File: src/rtl/cla_pipe_addsub_pkg.sv
// -----------------------------------------------------------------------------
// adder_pkg
// Shared definitions for the ALU adders:
//   - op encoding (OP_ADD / OP_SUB)
//   - segment width and group count helpers
//   - the generate/propagate pair and its associative combine operator
// Ports: none (package).
// -----------------------------------------------------------------------------
package adder_pkg;

    localparam logic OP_ADD = 1'b0;
    localparam logic OP_SUB = 1'b1;

    // Generate / propagate pair for a bit or a group of bits.
    typedef struct packed {
        logic g;
        logic p;
    } gp_t;

    // Identity element of gp_combine: an empty span generates nothing and
    // propagates everything.
    localparam gp_t GP_IDENT = '{g: 1'b0, p: 1'b1};

    function automatic int seg_width(input int width, input int stages);
        return width / stages;
    endfunction

    function automatic int grp_count(input int seg_w, input int grp);
        return seg_w / grp;
    endfunction

    // Combine a more-significant span (hi) with the adjacent less-significant
    // span (lo) into the P/G of the concatenated span.
    function automatic gp_t gp_combine(input gp_t hi, input gp_t lo);
        gp_t r;
        r.g = hi.g | (hi.p & lo.g);
        r.p = hi.p & lo.p;
        return r;
    endfunction

endpackage

File: src/rtl/cla_pipe_addsub_if.sv
// -----------------------------------------------------------------------------
// cla_pipe_addsub_if
// Operand/result handshake bundle for cla_pipe_addsub.
//   in_valid/in_ready   : operand beat handshake (a, b, op, sat)
//   out_valid/out_ready : result beat handshake (sum, carry, overflow, zero)
// Modports:
//   master : the operand source / result sink (drives operands and out_ready)
//   slave  : the adder itself
// WIDTH must match the WIDTH of the adder it is connected to.
// -----------------------------------------------------------------------------
interface cla_pipe_addsub_if #(
    parameter int WIDTH = 32
);
    logic             in_valid;
    logic             in_ready;
    logic [WIDTH-1:0] a;
    logic [WIDTH-1:0] b;
    logic             op;
    logic             sat;
    logic             out_valid;
    logic             out_ready;
    logic [WIDTH-1:0] sum;
    logic             carry;
    logic             overflow;
    logic             zero;

    modport master (
        output in_valid, a, b, op, sat, out_ready,
        input  in_ready, out_valid, sum, carry, overflow, zero
    );

    modport slave (
        input  in_valid, a, b, op, sat, out_ready,
        output in_ready, out_valid, sum, carry, overflow, zero
    );
endinterface

File: src/rtl/cla_pipe_addsub_cla_seg.sv
// -----------------------------------------------------------------------------
// cla_seg
// Combinational SEG_W-bit two-level carry-lookahead adder segment.
// Bit P/G fold into group P/G (GRP bits each); group P/G feed a second-level
// lookahead that produces every group carry-in directly from cin_i, so no
// carry ripples from one group to the next.
// Ports:
//   a_i, b_i  in  SEG_W  operands (b_i already inverted for subtract)
//   cin_i     in  1      segment carry-in
//   s_o       out SEG_W  segment sum
//   cout_o    out 1      segment carry-out
// -----------------------------------------------------------------------------
module cla_seg
    import adder_pkg::*;
#(
    parameter int SEG_W = 16,
    parameter int GRP   = 4
) (
    input  logic [SEG_W-1:0] a_i,
    input  logic [SEG_W-1:0] b_i,
    input  logic             cin_i,
    output logic [SEG_W-1:0] s_o,
    output logic             cout_o
);
    localparam int NGRP = grp_count(SEG_W, GRP);

    gp_t             bit_gp [SEG_W];
    gp_t             grp_gp [NGRP];
    logic [NGRP:0]   grp_c;

    always_comb begin
        gp_t acc;
        gp_t pre;
        // NOTE: every output of this block gets a value before any branch or
        // loop touches it, so no path leaves a signal unassigned (no latch).
        s_o   = '0;
        grp_c = '0;
        acc   = GP_IDENT;
        pre   = GP_IDENT;

        for (int i = 0; i < SEG_W; i++) begin
            bit_gp[i].g = a_i[i] & b_i[i];
            bit_gp[i].p = a_i[i] ^ b_i[i];
        end

        // First level: group P/G.
        for (int k = 0; k < NGRP; k++) begin
            acc = GP_IDENT;
            for (int j = 0; j < GRP; j++) begin
                acc = gp_combine(bit_gp[k*GRP + j], acc);
            end
            grp_gp[k] = acc;
        end

        // Second level: each group carry-in is a prefix of group P/G applied
        // to the segment carry-in.
        grp_c[0] = cin_i;
        pre      = GP_IDENT;
        for (int k = 0; k < NGRP; k++) begin
            pre          = gp_combine(grp_gp[k], pre);
            grp_c[k + 1] = pre.g | (pre.p & cin_i);
        end

        // Bit carries inside each group come from that group's carry-in.
        for (int k = 0; k < NGRP; k++) begin
            pre = GP_IDENT;
            for (int j = 0; j < GRP; j++) begin
                s_o[k*GRP + j] = bit_gp[k*GRP + j].p ^ (pre.g | (pre.p & grp_c[k]));
                pre            = gp_combine(bit_gp[k*GRP + j], pre);
            end
        end

        cout_o = grp_c[NGRP];
    end

endmodule

File: src/rtl/cla_pipe_addsub.sv
// -----------------------------------------------------------------------------
// cla_pipe_addsub
// Pipelined carry-lookahead adder/subtractor. The operand is split into
// STAGES segments of SEG_W = WIDTH/STAGES bits; stage k sums segment k from
// the carry registered by stage k-1. Upper operand bits, op (and sat) travel
// down the pipe with the lower sum bits already computed. The last stage
// register is the output register and also holds the status flags.
// Ports:
//   clk    in  clock, rising edge
//   rst_n  in  asynchronous active-low reset
//   bus    slave modport of cla_pipe_addsub_if:
//          in_valid/in_ready, a, b, op (0 add, 1 subtract), sat,
//          out_valid/out_ready, sum, carry, overflow, zero
// Parameters: WIDTH (multiple of STAGES*GRP), GRP, STAGES.
// Build option: define ADDER_SAT_EN to clamp signed overflow when sat=1;
// otherwise sat is ignored and results wrap modulo 2^WIDTH.
// -----------------------------------------------------------------------------
module cla_pipe_addsub
    import adder_pkg::*;
#(
    parameter int WIDTH  = 32,
    parameter int GRP    = 4,
    parameter int STAGES = 2
) (
    input  logic             clk,
    input  logic             rst_n,
    cla_pipe_addsub_if.slave bus
);
    localparam int SEG_W = seg_width(WIDTH, STAGES);
    localparam int LAST  = STAGES - 1;
    // Skew registers sit between stages; keep one entry even for STAGES=1.
    localparam int NSKEW = (STAGES > 1) ? STAGES - 1 : 1;

    // Per-stage inputs (stage 0 from the bus, stage k from skew regs k-1).
    logic [STAGES-1:0] src_vld;
    logic [STAGES-1:0] src_op;
    logic [STAGES-1:0] src_cin;
    logic [STAGES-1:0] seg_cout;
    logic [STAGES-1:0] stage_vld;
    logic [STAGES-1:0] load;
    logic [WIDTH-1:0]  src_a   [STAGES];
    logic [WIDTH-1:0]  src_b   [STAGES];
    logic [WIDTH-1:0]  src_sum [STAGES];
    logic [WIDTH-1:0]  new_sum [STAGES];
    logic [SEG_W-1:0]  seg_s   [STAGES];

    // Skew registers between stages.
    logic [NSKEW-1:0]  vld_q;
    logic [NSKEW-1:0]  op_q;
    logic [NSKEW-1:0]  c_q;
    logic [WIDTH-1:0]  a_q    [NSKEW];
    logic [WIDTH-1:0]  b_q    [NSKEW];
    logic [WIDTH-1:0]  psum_q [NSKEW];

    // Output stage registers.
    logic              out_valid_q;
    logic [WIDTH-1:0]  res_q;
    logic              carry_q;
    logic              ovf_q;
    logic              zero_q;

    logic [WIDTH-1:0]  fin_sum;
    logic              fin_ovf;

`ifdef ADDER_SAT_EN
    localparam logic [WIDTH-1:0] SAT_MAX = {1'b0, {(WIDTH-1){1'b1}}};
    localparam logic [WIDTH-1:0] SAT_MIN = {1'b1, {(WIDTH-1){1'b0}}};
    logic [STAGES-1:0] src_sat;
    logic [NSKEW-1:0]  sat_q;
`else
    logic unused_sat;
    assign unused_sat = bus.sat;
`endif

    // Stage k loads unless it and every stage after it are full while the
    // sink is stalled. Closed form of the chained stall rule, loop-free.
    for (genvar k = 0; k < STAGES; k++) begin : g_load
        if (k == LAST) begin : g_last
            assign stage_vld[k] = out_valid_q;
        end else begin : g_mid
            assign stage_vld[k] = vld_q[k];
        end
        assign load[k] = bus.out_ready | ~(&stage_vld[LAST:k]);
    end

    assign bus.in_ready = load[0];

    for (genvar k = 0; k < STAGES; k++) begin : g_stage
        if (k == 0) begin : g_head
            assign src_vld[0] = bus.in_valid;
            assign src_a[0]   = bus.a;
            assign src_b[0]   = bus.b;
            assign src_op[0]  = bus.op;
            assign src_cin[0] = (bus.op == OP_SUB);
            assign src_sum[0] = '0;
`ifdef ADDER_SAT_EN
            assign src_sat[0] = bus.sat;
`endif
        end else begin : g_body
            logic unused_lo;
            assign src_vld[k] = vld_q[k-1];
            assign src_a[k]   = a_q[k-1];
            assign src_b[k]   = b_q[k-1];
            assign src_op[k]  = op_q[k-1];
            assign src_cin[k] = c_q[k-1];
            assign src_sum[k] = psum_q[k-1];
`ifdef ADDER_SAT_EN
            assign src_sat[k] = sat_q[k-1];
`endif
            // Operand bits below this segment were consumed upstream.
            assign unused_lo = ^{src_a[k][k*SEG_W-1:0], src_b[k][k*SEG_W-1:0]};
        end

        cla_seg #(
            .SEG_W (SEG_W),
            .GRP   (GRP)
        ) u_seg (
            .a_i    (src_a[k][k*SEG_W +: SEG_W]),
            .b_i    (src_b[k][k*SEG_W +: SEG_W] ^ {SEG_W{src_op[k]}}),
            .cin_i  (src_cin[k]),
            .s_o    (seg_s[k]),
            .cout_o (seg_cout[k])
        );

        // Bits at and above segment k are still zero in src_sum, so OR-ing
        // the new segment in place is enough.
        assign new_sum[k] = src_sum[k] | (WIDTH'(seg_s[k]) << (k*SEG_W));
    end

    // Flags and optional clamp from the full result, in front of the
    // output register.
    always_comb begin
        fin_sum = new_sum[LAST];
        fin_ovf = (src_a[LAST][WIDTH-1] == (src_b[LAST][WIDTH-1] ^ src_op[LAST]))
                & (new_sum[LAST][WIDTH-1] != src_a[LAST][WIDTH-1]);
`ifdef ADDER_SAT_EN
        if (src_sat[LAST] && fin_ovf) begin
            fin_sum = src_a[LAST][WIDTH-1] ? SAT_MIN : SAT_MAX;
        end
`endif
    end

    always_ff @(posedge clk or negedge rst_n) begin
        if (!rst_n) begin
            // NOTE: data registers are cleared along with the valid bits so
            // the outputs read all-zero during and right after reset.
            vld_q       <= '0;
            op_q        <= '0;
            c_q         <= '0;
            out_valid_q <= 1'b0;
            res_q       <= '0;
            carry_q     <= 1'b0;
            ovf_q       <= 1'b0;
            zero_q      <= 1'b0;
`ifdef ADDER_SAT_EN
            sat_q       <= '0;
`endif
            for (int k = 0; k < NSKEW; k++) begin
                a_q[k]    <= '0;
                b_q[k]    <= '0;
                psum_q[k] <= '0;
            end
        end else begin
            // NOTE: non-blocking assignments make every stage sample the
            // previous stage's old value on the same edge.
            for (int k = 0; k < LAST; k++) begin
                if (load[k]) begin
                    vld_q[k] <= src_vld[k];
                end
                // Data moves only with a real beat, so an empty stage keeps
                // its last contents.
                if (load[k] && src_vld[k]) begin
                    a_q[k]    <= src_a[k];
                    b_q[k]    <= src_b[k];
                    op_q[k]   <= src_op[k];
                    c_q[k]    <= seg_cout[k];
                    psum_q[k] <= new_sum[k];
`ifdef ADDER_SAT_EN
                    sat_q[k]  <= src_sat[k];
`endif
                end
            end
            if (load[LAST]) begin
                out_valid_q <= src_vld[LAST];
            end
            if (load[LAST] && src_vld[LAST]) begin
                res_q   <= fin_sum;
                carry_q <= seg_cout[LAST];
                ovf_q   <= fin_ovf;
                zero_q  <= ~|fin_sum;
            end
        end
    end

    assign bus.out_valid = out_valid_q;
    assign bus.sum       = res_q;
    assign bus.carry     = carry_q;
    assign bus.overflow  = ovf_q;
    assign bus.zero      = zero_q;

endmodule
File: src/flat_wrapper.sv
// flat-port wrapper written by rule: the top's interface ports become plain ports
module cla_pipe_addsub_flat import adder_pkg::*;
#(
    parameter int WIDTH  = 32,
    parameter int GRP    = 4,
    parameter int STAGES = 2
)
  (clk, rst_n, bus_in_valid, bus_a, bus_b, bus_op, bus_sat, bus_out_ready, bus_in_ready, bus_out_valid, bus_sum, bus_carry, bus_overflow, bus_zero);
  cla_pipe_addsub_if #(.WIDTH(WIDTH)) bus_i ();
  input  logic clk;
  input  logic rst_n;
  input wire logic [$bits(bus_i.in_valid)-1:0] bus_in_valid;
  input wire logic [$bits(bus_i.a)-1:0] bus_a;
  input wire logic [$bits(bus_i.b)-1:0] bus_b;
  input wire logic [$bits(bus_i.op)-1:0] bus_op;
  input wire logic [$bits(bus_i.sat)-1:0] bus_sat;
  input wire logic [$bits(bus_i.out_ready)-1:0] bus_out_ready;
  output wire logic [$bits(bus_i.in_ready)-1:0] bus_in_ready;
  output wire logic [$bits(bus_i.out_valid)-1:0] bus_out_valid;
  output wire logic [$bits(bus_i.sum)-1:0] bus_sum;
  output wire logic [$bits(bus_i.carry)-1:0] bus_carry;
  output wire logic [$bits(bus_i.overflow)-1:0] bus_overflow;
  output wire logic [$bits(bus_i.zero)-1:0] bus_zero;
  assign bus_i.in_valid = bus_in_valid;
  assign bus_i.a = bus_a;
  assign bus_i.b = bus_b;
  assign bus_i.op = bus_op;
  assign bus_i.sat = bus_sat;
  assign bus_i.out_ready = bus_out_ready;
  assign bus_in_ready = bus_i.in_ready;
  assign bus_out_valid = bus_i.out_valid;
  assign bus_sum = bus_i.sum;
  assign bus_carry = bus_i.carry;
  assign bus_overflow = bus_i.overflow;
  assign bus_zero = bus_i.zero;
  cla_pipe_addsub #(.WIDTH(WIDTH), .GRP(GRP), .STAGES(STAGES)) u_core (.clk(clk), .rst_n(rst_n), .bus(bus_i));
endmodule
File: config.mk
export PLATFORM = sky130hd
export DESIGN_NAME = cla_pipe_addsub_flat
export DESIGN_NICKNAME = d
export VERILOG_FILES = /design/src/rtl/cla_pipe_addsub_pkg.sv /design/src/rtl/cla_pipe_addsub_if.sv /design/src/rtl/cla_pipe_addsub_cla_seg.sv /design/src/rtl/cla_pipe_addsub.sv /design/src/flat_wrapper.sv
export SDC_FILE = /design/constraint.sdc
export NUM_CORES = 1
export LEC_CHECK = 0
export BUFFER_PORTS_ARGS = -buffer_cell sky130_fd_sc_hd__buf_2
export CAP_MARGIN = 30
export CORE_MARGIN = 5
export CORE_UTILIZATION = 41
export DETAILED_ROUTE_END_ITERATION = 16
export GPL_ROUTABILITY_DRIVEN = 1
export SKIP_CTS_REPAIR_TIMING = 1
export SLEW_MARGIN = 20
export SYNTH_ARGS = -nofsm -noshare
export SYNTH_HDL_FRONTEND = slang
export SYNTH_SLANG_ARGS = --single-unit
File: constraint.sdc
create_clock -name clk -period 6.35 [get_ports clk]
set_clock_uncertainty 0.1 [all_clocks]
set_input_delay 0.3175 -clock clk [delete_from_list [all_inputs] [get_ports clk]]
set_output_delay 0.3175 -clock clk [all_outputs]
set_load 0.05 [all_outputs]
==> summary by stage, run 1 <==
Worst setup path
The worst setup path is launched from a flip-flop. Data arrives at the worst endpoint at 4.47 ns. The critical register-to-register path startpoint is u_core.op_q$_DFFE_PN0P_. The terminus of the critical flop-to-flop path is u_core.bus.zero$_DFFE_PN0P_. STA classifies the critical path endpoint as a flip-flop. The cell count of the worst reg-to-reg path is 13. Of all nets on the critical path, the largest fanout is 17.

The critical path in this run is classified as reg2reg. The worst endpoint required time is 6.49 ns. The startpoint of the worst setup timing path is u_core.op_q$_DFFE_PN0P_. The setup slack of the worst register-to-register path is 2.02 ns.

Yosys
Among all cell types in the netlist, the one instantiated most often is sky130_fd_sc_hd__nand2_1. Of the total synthesized cell area, the portion taken by full adders, half adders and majority gates is 0.109. The share of synthesized area in the top cell type comes to 0.438. For this run, the register share of the synthesized area comes to 0.438.

The compound-cell area share of the yosys netlist was 0.117. Synthesis produced a netlist with a net count of 625. By area, the combinational part of the netlist is dominated by simple AND/OR/NAND/NOR gates. Among all flip-flop cells after synthesis, the most frequent one is sky130_fd_sc_hd__dfrtp_1. Synthesis produced a netlist whose cell count is 516.

After synthesis, the cell types taking the most area are sky130_fd_sc_hd__dfrtp_1, sky130_fd_sc_hd__nand2_1, sky130_fd_sc_hd__ha_1. Yosys mapped the design onto 52 distinct sky130hd cell types. The synthesized design contains 87 register bits. The share of synthesized flip-flops with an asynchronous set or reset is 1.00. The mux contribution to synthesized area is 0.0491. The average footprint of a synthesized cell is 9.62 sq um.

The xor and xnor fraction of the mapped netlist area is 0.0899. The area share of and/or/nand/nor cells after synthesis is 0.173. Sorting the synthesized cells by how often they occur yields sky130_fd_sc_hd__nand2_1, sky130_fd_sc_hd__dfrtp_1, sky130_fd_sc_hd__xor2_1, sky130_fd_sc_hd__o21ai_0, sky130_fd_sc_hd__ha_1.

Of all cell types, the one taking the most synthesized area is sky130_fd_sc_hd__dfrtp_1. The Yosys step of the flow raised 0 warnings. The synthesized design contains 0 enable-type register cells. After synthesis the cells add up to 4970 sq um.

Place
The number of instances in the placed design is 753. Detailed placement finished with a half-perimeter wire length of 8840 um. In this run the cell area measured after placement is 5650 sq um. The number of buffer cells added on primary ports is 105. At the end of routability-driven placement, the weighted congestion stood at 0.826.

Routing
For this run, the detailed router's first-pass iteration total came to 4. The remaining number of nets flagged by the antenna check after routing is 0. For this block, the initial DRC count from the detailed router was 190. The detailed router placed 3836 vias in this run. The per-cell routed wire length is 14.5 um. The detailed-route DRC error count is 0.

Dividing the detail-routed via count by the number of cells gives 4.99. Wires add up to 11100 um.

STA
Setup repair after global routing left no endpoint under its margin. The measured slew at the worst slew-check pin is 0.856 ns. The post-layout minimum cycle time is 4.33 ns.

Dividing the final minimum period by the clock period gives 0.682. The post-route setup TNS is 0 ns. The number of max-slew violations in the final report is 0.

The number of failing hold endpoints at the final stage came to 0. Setup violations remaining at the end of the flow were counted as 0. The highest achievable clock rate is 231 MHz. The worst pin sits at a relative slew slack of 0.430.

Floorplanning
The effective utilization at floorplan is 0.415. For this design the top-level I/O count stands at 107. The height of the die is 120 um. The total area inside the core boundary comes to 12000 sq um. The die footprint is 14400 sq um.

The die width is 120 um. The placement row count is 40.

Clocking
In this run the clock root is driven by a sky130_fd_sc_hd__clkbuf_16. CTS built an H-tree with a depth of 3. The total CTS buffers is 9. The clock tree from TritonCTS is built.

For this design, the sink count on the clock tree is 87. The number of buffers on the longest clock path is 2. After clock tree synthesis, the clock-pin slew on the worst setup and hold paths is 0.06 ns. Clock latency on the worst-skew pair, taken at its later pin, is 0.34 ns.

Finish
The net count of the finished layout is 727. The number of antenna diodes is 0. The count of placed standard cells in the final layout, fillers left out is 769. Compared with the post-synthesis result, the final layout area differs by 20.0%. Once layout is done, the placed cells without fillers occupy 5960 sq um. Counting the fill cells in the layout gives 1151.

In the final layout, the share of cells above drive strength 1 is 0.243.

Job
The number of maximum-capacitance violations is 0.

Global routing
The aggregate global-route resource usage is 0.163. The number of global-route vias before repair is 3964. The residual overflow from global routing is 0. The pin count of the biggest net entering global routing is 61.

The initial antenna violation count is 0. The first-pass GRT wire length is 19100 um.

Power and ir drop
For this design the static power due to leakage is 2.97 nW. The worst supply voltage drop on vdd is 147 uV. For this design the ratio of total power to cell area is 406 nW/um^2.

Hold path
Counting instances, the worst hold path has a depth of 3. The launch point of the worst hold path is bus_b[23]. The class of the worst hold path is in2reg. The path with the worst hold slack has its endpoint at u_core.b_q[23]$_DFFE_PN0P_.

Outcome
The run finished with clean final reports.
==> per-layer routing <==
metal	share of wire	global-route usage	vias up
li1	-	-	1953
met1	0.47	0.215	1794
met2	0.48	0.269	79
met3	0.042	0.0330	10
met4	0.012	0.0530	0
met5	0	0	-
==> worst max-delay path, stage by stage, from the launching register on <==
cell and delay, ns:
sky130_fd_sc_hd__dfrtp_1 0.90, sky130_fd_sc_hd__xor2_1 0.33, sky130_fd_sc_hd__ha_1 0.29, sky130_fd_sc_hd__a211oi_2 0.33, sky130_fd_sc_hd__o21bai_2 0.16, sky130_fd_sc_hd__nand2_1 0.12
sky130_fd_sc_hd__o21ai_0 0.14, sky130_fd_sc_hd__fa_1 0.54, sky130_fd_sc_hd__nor4_1 0.29, sky130_fd_sc_hd__nand4_1 0.23, sky130_fd_sc_hd__nor3_1 0.28, sky130_fd_sc_hd__and4_1 0.22
sky130_fd_sc_hd__o2111ai_1 0.10, sky130_fd_sc_hd__o31ai_1 0.21
==> power by group <==
part | switching, mW | internal (mW)
sequential | 0.103 | 0.708
combinational | 0.725 | 0.352
clock | 0.206 | 0.323
total | 1.03 | 1.38
==> flip-flops by register name (all words and copies together) (netlist names), 16 cells and up <==
name,cells
u_core.a_q,16
u_core.bus.sum,32
u_core.b_q,16
u_core.psum_q,16
==> placed cells by master, fill, tap and decap left out, types with 7 or more instances in the layout <==
master and count:
sky130_fd_sc_hd__buf_2 104, sky130_fd_sc_hd__clkbuf_16 9, sky130_fd_sc_hd__inv_1 11, sky130_fd_sc_hd__nor2_1 19, sky130_fd_sc_hd__nand2_1 139, sky130_fd_sc_hd__mux2_2 19
sky130_fd_sc_hd__a21oi_1 15, sky130_fd_sc_hd__nand2b_1 7, sky130_fd_sc_hd__xnor2_1 11, sky130_fd_sc_hd__o21ai_0 33, sky130_fd_sc_hd__xor2_1 40, sky130_fd_sc_hd__ha_1 32
sky130_fd_sc_hd__fa_1 7, sky130_fd_sc_hd__o21a_1 7, sky130_fd_sc_hd__dfrtp_1 87
==> metrics by stage <==
stage	utilization	worst slack, ns	total power, mW	hold slack [ns]
after global routing	0.498	1.71	2.58	0.0744
final	0.498	2.02	2.42	0.0735
after CTS	0.497	1.98	2.45	-0.208
after detailed placement	0.472	2.00	1.91	0.152
after global placement	0.471	2.15	1.89	0.147
after floorplan	-	2.53	1.62	-0.0781
==> how the worst max path moves through the flow <==
stage | cells after the start | endpoint | slack (ns)
detailed placement | 13 | u_core.bus.zero$_DFFE_PN0P_ | 2.00
floorplan | 16 | u_core.bus.zero$_DFFE_PN0P_ | 2.53
global route | 13 | u_core.bus.zero$_DFFE_PN0P_ | 1.71
CTS | 13 | u_core.bus.zero$_DFFE_PN0P_ | 1.98
global placement | 13 | u_core.bus.zero$_DFFE_PN0P_ | 2.15
finish | 13 | u_core.bus.zero$_DFFE_PN0P_ | 2.02
==> cell type report <==
| cell class | instances | area (sq um) | share of cell area |
|---|---|---|---|
| Clock buffer | 12 | 256 | 0.0430 |
| Clock inverter | 3 | 42.5 | 0.00714 |
| Inverter | 11 | 41.3 | 0.00693 |
| Multi-Input combinational cell | 399 | 2680 | 0.449 |
| Sequential cell | 87 | 2180 | 0.365 |
| Tap cell | 147 | 184 | 0.0309 |
| Timing Repair Buffer | 110 | 581 | 0.0974 |
==> cell families after synthesis <==
family | after synthesis
AO/OA/AOI/OAI | 86
multiplexers | 22
flip-flops | 87
buffers and inverters | 30
AND/OR/NAND/NOR | 201
XOR/XNOR | 51
adder cells (fa/ha/maj) | 39
(Power assumes the default switching activity.)
==> run 2: changes to the inputs <==
- ABC_AREA: not set -> 1
- clock period: 6.35 -> 4.4 ns (I/O delays scaled with it)
==> run 2 against run 1 <==
  * Clock power rose by 42%
  * Sequential power is 41% higher
  * Area after synthesis grew 1.2%
  * Critical path type unchanged
  * Setup slack lost 1.3 ns
  * The flow now finishes with violations (negative hold slack)
==> summary by stage, run 2 <==
Clocking
Clock latency on the worst-skew pair, taken at its later pin, is 0.34 ns. The longest clock path from root to sink contains 2 buffers. The count of clock tree sinks is 87. TritonCTS built the clock tree. The cell at the root of the clock tree is sky130_fd_sc_hd__clkbuf_16.

The total CTS buffers is 9. The clock-pin slew on the worst setup and hold paths is 0.07 ns. The deepest level of the CTS H-tree is 3.

Routing
The final layout contains routed wiring with a total length of 11600 um. Using the TritonRoute via totals, the vias-per-cell ratio works out to 4.72. Dividing the detail-routed wire length by the instance count gives 13.1 um. The total vias in the final route is 4197. The remaining number of nets flagged by the antenna check after routing is 0. For this run, design rule violations remaining after detail routing come to 0. The total iterations of the first detailed-routing run is 4. In this run, the number of DRC markers left after iteration 0 of detailed routing was 294.

Global routing
The first global-routing pass estimated 19500 um of wire. The residual overflow from global routing is 0. The number of global-route vias before repair is 4085. The initial antenna violation count is 0.

The aggregate global-route resource usage is 0.165. Entering global routing, the biggest net connects 60 pins.

Hold path
The min-delay analysis places its worst path in the category in2reg.

Floorplanning
107 I/O pins were placed. Measured along the x axis, the die boundary spans 121 um. For this configuration, the core starts out at a cell density of 0.418. The die footprint is 14600 sq um. The height of the die is 121 um. The placement row count is 40.

The area of the placeable core is 12000 sq um.

Yosys
sky130_fd_sc_hd__dfrtp_1 takes more of the synthesized area than any other cell. The share of the Yosys chip area taken by registers is 0.433. Counting flops and latches in the post-synthesis netlist gives 87.

For this run, the number of Yosys warnings is 0. The cell area that synthesis handed to floorplanning was 5020 sq um. By count the netlist is led by sky130_fd_sc_hd__nand2_1, sky130_fd_sc_hd__dfrtp_1, sky130_fd_sc_hd__inv_1, sky130_fd_sc_hd__nor2_1, sky130_fd_sc_hd__o21ai_0. The distinct cell type count of the synthesized netlist is 28. The post-synth net total is 731. The number of standard cells after synthesis is 622.

For this run, the leading register cell type out of synthesis is sky130_fd_sc_hd__dfrtp_1. After synthesis, the share of flip-flops with an asynchronous set or reset is 1.00. The portion of synthesized cell area occupied by the leading cell type is 0.433. sky130_fd_sc_hd__nand2_1 is the most common cell in the netlist. The average footprint of a synthesized cell is 8.08 sq um. Yosys attributes the largest share of cell area to sky130_fd_sc_hd__dfrtp_1, sky130_fd_sc_hd__nand2_1, sky130_fd_sc_hd__ha_1. Counting flops with a built-in enable in the synthesized netlist gives 0.

Worst setup path
For flop-to-flop paths, the worst setup slack is 0.73 ns. The worst endpoint required time is 4.57 ns. The worst setup path is launched from a flip-flop.

The arrival time at the worst endpoint is 3.84 ns. The largest fanout of any net on the critical path is 11. STA classifies the critical path endpoint as a flip-flop. The worst setup path category is reg2reg.

Job
The tool flagged a number of max-cap violations equal to 0.

Power and ir drop
The leakage power summed over all cells is 3.37 nW. The power density over the cells is 551 nW/um^2. The worst supply voltage drop on vdd is 208 uV.

Finish
The number of antenna diodes in the final layout is 0. The count of placed standard cells in the final layout, fillers left out is 889. The number of nets in the finished design is 846.

The final standard cell utilization of the core is 0.513. Leaving out fill and tap cells, the most frequent cells in the layout are sky130_fd_sc_hd__nand2_1, sky130_fd_sc_hd__buf_2, sky130_fd_sc_hd__dfrtp_1. The flip-flop count of the largest register after layout is 32. Leaving out fill and tap cells, the most frequent cell in the layout is sky130_fd_sc_hd__nand2_1.

The area added between synthesis and finish is 22.6%. Of the cells placed in the final design, the portion with a size suffix greater than 1 is 0.195.

STA
The worst path needs 3.67 ns of the cycle, external delays included. The final hold slack is -0.0190 ns. Setup repair after global routing left no endpoint under its margin. The post-route setup TNS is 0 ns.

For the pin with the worst max-slew slack, the measured transition is 0.618 ns. The number of max-slew violations in the final report was 0. The number of failing hold endpoints at the final stage came to 10. The highest achievable clock rate is 272 MHz.

The final critical-path share of the clock period is 0.835. Measured against its own limit, the worst slew margin works out to 0.588. The final setup violation count is 0.

Place
The sum of net half-perimeters after detailed placement is 9130 um. The congestion estimate from routability-driven global placement came to 0.815. In this run the tool buffered the top-level ports with 105 buffer cells.

Including well taps, the total number of placed cells is 858.

Outcome
The final reports fail on negative hold slack. The run finished, with violations left.
==> run 2: cell types whose count changed after synthesis, moves of 7 or more <==
cell / change
sky130_fd_sc_hd__nand2_1: +85
sky130_fd_sc_hd__inv_1: +47
sky130_fd_sc_hd__mux2_2: -19
sky130_fd_sc_hd__nor2_1: +18
sky130_fd_sc_hd__nand3_1: +16
sky130_fd_sc_hd__nand2_2: +8
sky130_fd_sc_hd__buf_1: -7
sky130_fd_sc_hd__nand2b_1: -7
sky130_fd_sc_hd__o21a_1: -7
==> run 2: report_power, final <==
group / leakage [nW] / internal, mW / switching [mW]
clock: 0.148 / 0.414 / 0.337
combinational: 2.16 / 0.440 / 1.07
sequential: 1.07 / 1.00 / 0.133
==> run 2: logic make-up after synthesis <==
logic type                 synth area share
and+or+nand+nor                       0.251
DFF                                   0.433
buffers and inverters                0.0610
AOI/OAI and AO/OA                    0.0650
xor gates and xnor gates             0.0802
adders and majority gates             0.108
muxes                               0.00199
==> run 2: layer usage <==
layer / global-route usage / vias up / wire length, um
met2: 0.241 / 108 / 5010
met3: 0.0299 / 4 / 636
met1: 0.253 / 1905 / 5950
met4: 0.0361 / 0 / 55
met5: 0 / - / 0
li1: - / 2180 / -
==> run 2: through the flow <==
| stage | power (mW) | cell area [sq um] | setup WS, ns |
|---|---|---|---|
| floorplan | 2.24 | 5020 | 0.921 |
| global placement | 2.62 | 5690 | 0.800 |
| detailed placement | 2.66 | 5720 | 0.749 |
| CTS | 3.42 | 6010 | 0.711 |
| global route | 3.64 | 6160 | 0.452 |
| finish | 3.39 | 6160 | 0.728 |
==> run 2: path summary, 6_finish.rpt <==
check	startpoint	endpoint	cells after the start
max in group asynchronous	rst_n	u_core.bus.sum[20]$_DFFE_PN0P_	3
hold / removal	bus_a[27]	u_core.a_q[27]$_DFFE_PN0P_	3
setup reg to reg	u_core.op_q$_DFFE_PN0P_	u_core.bus.zero$_DFFE_PN0P_	19
hold reg to reg	u_core.vld_q$_DFFE_PN0N_	u_core.bus.out_valid$_DFFE_PN0N_	2
min in group asynchronous	rst_n	u_core.a_q[16]$_DFFE_PN0P_	2
setup / recovery	u_core.op_q$_DFFE_PN0P_	u_core.bus.zero$_DFFE_PN0P_	19
==> run 2: layout make-up <==
| cell class | count | area (sq um) |
|---|---|---|
| multi-input combinational | 455 | 2550 |
| fill | 1163 | 5850 |
| tap | 147 | 184 |
| clock inverter | 6 | 57.6 |
| timing repair buffer | 125 | 731 |
| sequential | 87 | 2180 |
| clock buffer | 10 | 239 |
| inverter | 59 | 221 |
==> run 2: worst max-delay path, stage by stage, from the launching register on <==
cell and delay, ns:
sky130_fd_sc_hd__dfrtp_1 0.68, sky130_fd_sc_hd__buf_4 0.27, sky130_fd_sc_hd__xor2_1 0.28, sky130_fd_sc_hd__ha_1 0.19, sky130_fd_sc_hd__a21oi_1 0.11, sky130_fd_sc_hd__o21bai_1 0.20
sky130_fd_sc_hd__a21oi_1 0.10, sky130_fd_sc_hd__nand2_2 0.10, sky130_fd_sc_hd__inv_1 0.06, sky130_fd_sc_hd__fa_1 0.54, sky130_fd_sc_hd__nand4_1 0.10, sky130_fd_sc_hd__nor2_1 0.17
sky130_fd_sc_hd__nand3_1 0.09, sky130_fd_sc_hd__nor2_1 0.11, sky130_fd_sc_hd__nand3_1 0.08, sky130_fd_sc_hd__nor2_1 0.11, sky130_fd_sc_hd__nand2_1 0.09, sky130_fd_sc_hd__nor2_4 0.10
sky130_fd_sc_hd__nand3_2 0.06, sky130_fd_sc_hd__nand2_1 0.06
